## src/rtl/cpu_defs_pkg.sv

```systemverilog
// Shared encodings for writeback source select, link mode and load type.
// Latency: none (definitions only).
// Backpressure: none (definitions only).
package cpu_defs_pkg;

   localparam logic [1:0] WB_SEL_ALU  = 2'b00;
   localparam logic [1:0] WB_SEL_MEM  = 2'b01;
   localparam logic [1:0] WB_SEL_LINK = 2'b10;
   localparam logic [1:0] WB_SEL_AUX  = 2'b11;

   localparam logic [1:0] LINK_NONE     = 2'b00;
   localparam logic [1:0] LINK_ALWAYS   = 2'b01;
   localparam logic [1:0] LINK_IF_COND  = 2'b10;
   localparam logic [1:0] LINK_IF_NCOND = 2'b11;

   localparam logic [2:0] LD_WORD = 3'b000;
   localparam logic [2:0] LD_LB   = 3'b001;
   localparam logic [2:0] LD_LBU  = 3'b010;
   localparam logic [2:0] LD_LH   = 3'b011;
   localparam logic [2:0] LD_LHU  = 3'b100;

   // Control half of a WB entry; the DATA_W-wide payloads live beside it.
   typedef struct packed {
      logic       valid;
      logic [1:0] wb_sel;
      logic [1:0] link_mode;
      logic       cond;
      logic [4:0] dst;
      logic       regwrite;
      logic [2:0] ld_type;
      logic [1:0] addr_lo;
   } wb_meta_t;

   // Link is taken always, on a true condition, or on a false condition.
   function automatic logic link_taken(input logic [1:0] mode, input logic cond);
      return (mode == LINK_ALWAYS) ||
             ((mode == LINK_IF_COND) && cond) ||
             ((mode == LINK_IF_NCOND) && !cond);
   endfunction

endpackage

```

## src/rtl/wb_load_ext.sv

```systemverilog
// Byte/half selection and sign/zero extension of load data (WB_LOAD_EXT_EN enables it).
// Latency: combinational.
// Backpressure: none; pure function of its inputs.
module wb_load_ext
   import cpu_defs_pkg::*;
#(
   parameter int DATA_W = 32
) (
   input  logic [DATA_W-1:0] mem,
   input  logic [2:0]        ld_type,
   input  logic [1:0]        addr_lo,
   output logic [DATA_W-1:0] data
);

`ifdef WB_LOAD_EXT_EN
   logic [7:0]  byte_sel;
   logic [15:0] half_sel;

   // Pick the addressed byte/half, then extend; reserved types behave as word.
   always_comb begin
      byte_sel = mem[{addr_lo, 3'b000} +: 8];
      half_sel = addr_lo[1] ? mem[31:16] : mem[15:0];
      case (ld_type)
         LD_LB:   data = {{(DATA_W-8){byte_sel[7]}}, byte_sel};
         LD_LBU:  data = {{(DATA_W-8){1'b0}}, byte_sel};
         LD_LH:   data = {{(DATA_W-16){half_sel[15]}}, half_sel};
         LD_LHU:  data = {{(DATA_W-16){1'b0}}, half_sel};
         default: data = mem;
      endcase
   end
`else
   // Load type and address bits are accepted but have no effect here.
   logic unused_ld;
   assign unused_ld = ^{ld_type, addr_lo};
   assign data      = mem;
`endif

endmodule

```

## src/rtl/wb_select_pipe.sv

```systemverilog
// MEM->WB pipeline register with writeback source mux, link values and retire counter (WB_LOAD_EXT_EN adds load extension).
// Latency: 1 cycle from m_* inputs to w_* outputs.
// Backpressure: stall holds the entry and counter; flush (higher priority) loads a bubble.
module wb_select_pipe
   import cpu_defs_pkg::*;
#(
   parameter int DATA_W   = 32,
   parameter int LINK_OFF = 8
) (
   input  logic              clk,
   input  logic              reset,
   input  logic              stall,
   input  logic              flush,
   input  logic              m_valid,
   input  logic [DATA_W-1:0] m_pc,
   input  logic [DATA_W-1:0] m_alu,
   input  logic [DATA_W-1:0] m_mem,
   input  logic [DATA_W-1:0] m_aux,
   input  logic [1:0]        m_wb_sel,
   input  logic [1:0]        m_link_mode,
   input  logic              m_cond,
   input  logic [4:0]        m_dst,
   input  logic              m_regwrite,
   input  logic [2:0]        m_ld_type,
   input  logic [1:0]        m_addr_lo,
   output logic [DATA_W-1:0] w_data,
   output logic [4:0]        w_dst,
   output logic              w_we,
   output logic [DATA_W-1:0] w_pc,
   output logic              w_valid,
   output logic [31:0]       retire_cnt
);

   wb_meta_t          meta_q;
   logic [DATA_W-1:0] pc_q;
   logic [DATA_W-1:0] alu_q;
   logic [DATA_W-1:0] mem_q;
   logic [DATA_W-1:0] aux_q;
   logic [31:0]       cnt_q;
   logic [DATA_W-1:0] mem_ext;
   logic              link_act;

   // WB entry: flush beats stall; otherwise capture everything, valid included.
   always_ff @(posedge clk or posedge reset) begin
      if (reset) begin
         meta_q <= '0;
         pc_q   <= '0;
         alu_q  <= '0;
         mem_q  <= '0;
         aux_q  <= '0;
      end else if (flush) begin
         meta_q <= '0;
         pc_q   <= '0;
         alu_q  <= '0;
         mem_q  <= '0;
         aux_q  <= '0;
      end else if (!stall) begin
         meta_q.valid     <= m_valid;
         meta_q.wb_sel    <= m_wb_sel;
         meta_q.link_mode <= m_link_mode;
         meta_q.cond      <= m_cond;
         meta_q.dst       <= m_dst;
         meta_q.regwrite  <= m_regwrite;
         meta_q.ld_type   <= m_ld_type;
         meta_q.addr_lo   <= m_addr_lo;
         pc_q             <= m_pc;
         alu_q            <= m_alu;
         mem_q            <= m_mem;
         aux_q            <= m_aux;
      end
   end

   // Count only real captures of a valid instruction; wraps naturally.
   always_ff @(posedge clk or posedge reset) begin
      if (reset) begin
         cnt_q <= '0;
      end else if (!flush && !stall && m_valid) begin
         cnt_q <= cnt_q + 32'd1;
      end
   end

   wb_load_ext #(
      .DATA_W (DATA_W)
   ) u_load_ext (
      .mem     (mem_q),
      .ld_type (meta_q.ld_type),
      .addr_lo (meta_q.addr_lo),
      .data    (mem_ext)
   );

   // Writeback mux: a taken link overrides the source select; an untaken
   // conditional link also suppresses the write.
   always_comb begin
      link_act = link_taken(meta_q.link_mode, meta_q.cond);
      if (link_act) begin
         w_data = pc_q + DATA_W'(LINK_OFF);
      end else begin
         case (meta_q.wb_sel)
            WB_SEL_ALU: w_data = alu_q;
            WB_SEL_MEM: w_data = mem_ext;
            WB_SEL_AUX: w_data = aux_q;
            default:    w_data = '0;
         endcase
      end
      if (meta_q.link_mode[1] && !link_act) begin
         w_we = 1'b0;
      end else begin
         w_we = meta_q.valid && meta_q.regwrite && (meta_q.dst != 5'd0);
      end
   end

   assign w_dst      = meta_q.dst;
   assign w_pc       = pc_q;
   assign w_valid    = meta_q.valid;
   assign retire_cnt = cnt_q;

endmodule

```

## config.mk

```make
export PLATFORM = sky130hd
export DESIGN_NAME = wb_select_pipe
export DESIGN_NICKNAME = d
export VERILOG_FILES = /design/src/rtl/cpu_defs_pkg.sv /design/src/rtl/wb_load_ext.sv /design/src/rtl/wb_select_pipe.sv
export SDC_FILE = /design/constraint.sdc
export NUM_CORES = 1
export LEC_CHECK = 0
export ABC_AREA = 1
export BUFFER_PORTS_ARGS = -buffer_cell sky130_fd_sc_hd__buf_2
export CORE_MARGIN = 4
export CORE_UTILIZATION = 48
export DETAILED_ROUTE_END_ITERATION = 8
export GPL_ROUTABILITY_DRIVEN = 0
export PLACE_DENSITY = 0.76
export RECOVER_POWER = 25
export SKIP_LAST_GASP = 1
export SYNTH_ARGS = -nofsm -noshare
export SYNTH_HDL_FRONTEND = slang
export SYNTH_HIERARCHICAL = 1
export SYNTH_SLANG_ARGS = --single-unit
```

## constraint.sdc

```tcl
create_clock -name clk -period 6.2 [get_ports clk]
set_input_delay 1.24 -clock clk [delete_from_list [all_inputs] [get_ports clk]]
set_output_delay 1.24 -clock clk [all_outputs]
set_load 0.005 [all_outputs]
```

==> impl_metrics.env <==
export IMPL_overflow=0
export IMPL_cp_cell_sequence="buf_2, buf_4, nor2_1, buf_4, nand2_1, o21ai_0"
export IMPL_rows=50
export IMPL_setup_tns_ps=0
export IMPL_cts_made_buffers=17
export IMPL_drv_slew=202
export IMPL_violations="max-capacitance violations, max-slew violations"
export IMPL_grt_util_all_layers_pct=25.3
export IMPL_clock_root_buffer="clkbuf_16"
export IMPL_cp_end_kind="register"
export IMPL_cts_buffer_depth=2
export IMPL_io_buffer_count=246
export IMPL_max_cap_violations=4
export IMPL_min_to="retire_cnt[31]"
export IMPL_fin_skew_ps=7.24
export IMPL_slew_limit_headroom_pct=-15.7
export IMPL_drive_above_1_share_pct=22.2
export IMPL_powerDensity_nw_per_um2=244
export IMPL_initial_core_util_pct=48.8
export IMPL_cts_tree="done"
export IMPL_clock_sinks=172
export IMPL_h_tree_depth=4
export IMPL_crit_buf_inv=3
export IMPL_r2r_setup_slack_ps=4650
export IMPL_die_w_um=146
export IMPL_viasPerCell=5.23
export IMPL_hold_class="register to register"
export IMPL_cts_resized=0
export IMPL_worst_slew_pin_slew_ps=1740
export IMPL_dr_total_vias=8634
export IMPL_dp_cells=1616
export IMPL_drt_iter0_markers=567
export IMPL_design_die_area_um2=21200
export IMPL_cpLargestDelayFamily="buffers and inverters"
export IMPL_synth_warnings=6
export IMPL_critPathMostFrequentCell="buf_4"
export IMPL_power_uw=2620
export IMPL_path_clk_slew_ps=80
export IMPL_hp_start="retire_cnt[31]"
export IMPL_post_cts_setup_buffers=0
export IMPL_post_route_min_period_ps=4090
export IMPL_die_y_um=146
export IMPL_r2r_cells=7
export IMPL_clk_latency_ps=430
export IMPL_setup_viol=0
export IMPL_holdBufCountCts=0
export IMPL_critPathMaxStageDelay_ps=1260
export IMPL_reg2reg_to="retire_cnt[22]"
export IMPL_fmaxAchievable_mhz=245
export IMPL_synthesis_nets=1371
export IMPL_dpl_hpwl_mm=19.3
export IMPL_nets=1552
export IMPL_critPathKind="input port to register"
export IMPL_p_comb_share_pct=12.6
export IMPL_critPathMaxFanout=117
export IMPL_firstDrtPassIters=4
export IMPL_grt_pass1_wl_mm=43.5
export IMPL_r2r_start="retire_cnt[1]"
export IMPL_syn_cell_area_um2=9090
export IMPL_cp_arrival_ps=4400
export IMPL_grt_pass1_vias=8568
export IMPL_grt_max_degree=118
export IMPL_fillers=1754
export IMPL_syn_area_per_cell_um2=7.45
export IMPL_antenna_found_initial=5
export IMPL_fin_crit_sh_pct=65.9
export IMPL_design_core_area_um2=18600
export IMPL_start_kind="input port"
export IMPL_drt_wl_total_mm=26.7
export IMPL_status="finished, violations left"
export IMPL_power_switching_share_pct=29.5
export IMPL_fin_cells=1651
export IMPL_p_clk_share_pct=39.7
export IMPL_p_sw_uw=773
export IMPL_wl_per_cell_um=16.2
export IMPL_synthCells=1220
export IMPL_finalHoldViolations=0
export IMPL_io_pins=252
export IMPL_holdPathStages=2
export IMPL_p_seq_share_pct=47.6
export IMPL_drcViolationCount=0
export IMPL_final_antenna_net_count=0
export IMPL_irDropWorstVdd_v=0.000184
export IMPL_cp_slowest_cell="nor2_1"
export IMPL_cp_depth=6
export IMPL_rsz0062_at_grt="no"
export IMPL_required_ps=6520
export IMPL_p_leak_uw=0.00570
export IMPL_power_internal_uw=1850
export IMPL_syn_to_final_growth_pct=18.0
==> power groups by stage <==
| stage | sequential, µW | combinational [µW] | clock [µW] |
|---|---|---|---|
| floorplan | 1260 | 198 | 0 |
| global placement | 1270 | 329 | 0 |
| detailed placement | 1270 | 334 | 0 |
| CTS | 1250 | 336 | 1050 |
| global route | 1260 | 375 | 1100 |
| finish | 1250 | 331 | 1040 |
==> worst max path at each step <==
stage	from	to	slack (ps)
after global routing	stall	w_pc[8]	1790
after global placement	stall	w_pc[12]	2650
after CTS	meta_q[15]	w_data[6]	2150
final	stall	alu_q[19]	2110
after floorplan	reset	alu_q[0]	300
after detailed placement	stall	alu_q[19]	2640
==> sequential cells by signal, indices dropped and copies added, names as in the netlist <==
signal,flops
w_valid,1
meta_q,6
mem_q,32
alu_q,32
aux_q,32
retire_cnt,32
w_dst,5
w_pc,32
==> final cells by class <==
class	instances	area, µm²	share of cell area, %
Antenna cell	3	7.51	0.0700
Clock buffer	17	425	3.97
Clock inverter	15	151	1.41
Inverter	103	388	3.62
Multi-Input combinational cell	854	3880	36.2
Sequential cell	172	4300	40.1
Tap cell	234	293	2.73
Timing Repair Buffer	253	1280	11.9
==> placed cells by master, fill, tap and decap left out, types with 2 or more instances in the layout <==
cell	instances
inv_2	2
o22ai_1	8
nand4_1	8
ha_1	2
buf_2	246
diode_2	3
a21oi_1	15
nor2_4	6
inv_8	3
xnor2_1	10
nand2_1	453
o211ai_1	4
o21ai_0	90
nand2_2	8
o221ai_1	3
clkbuf_16	17
clkinv_4	4
nor2_2	7
nand3b_1	3
dfrtp_1	172
and2_1	2
nand3_1	148
clkinv_8	2
buf_4	5
clkinvlp_4	2
nor2_1	61
o21ai_1	3
inv_1	99
nor3_1	4
xor2_1	11
inv_6	4
clkbuf_2	2
==> layer usage <==
layer | global-route usage (%) | routed length, µm
met1 | 33.8 | 11600
met2 | 41.3 | 12600
met3 | 5.33 | 1860
met4 | 8.55 | 616
met5 | 0 | 13
==> tightest hold or removal path, stage by stage (launching register included) <==
cell,delay (ps)
dfrtp_1,360
nand2_1,60
nand2_1,40
==> per-stage QoR <==
stage | hold slack (ps) | instance area, µm² | worst slack [ps] | util (%)
2_1_floorplan | 476 | 9090 | 300 | -
3_5_place_dp | 489 | 10200 | 2640 | 54.5
5_1_grt | 523 | 10700 | 1790 | 57.5
3_3_place_gp | 480 | 10200 | 2650 | 54.5
4_1_cts | 505 | 10700 | 2150 | 57.6
6_report | 495 | 10700 | 2110 | 57.5
No activity file was read; power rests on OpenSTA's default activity.
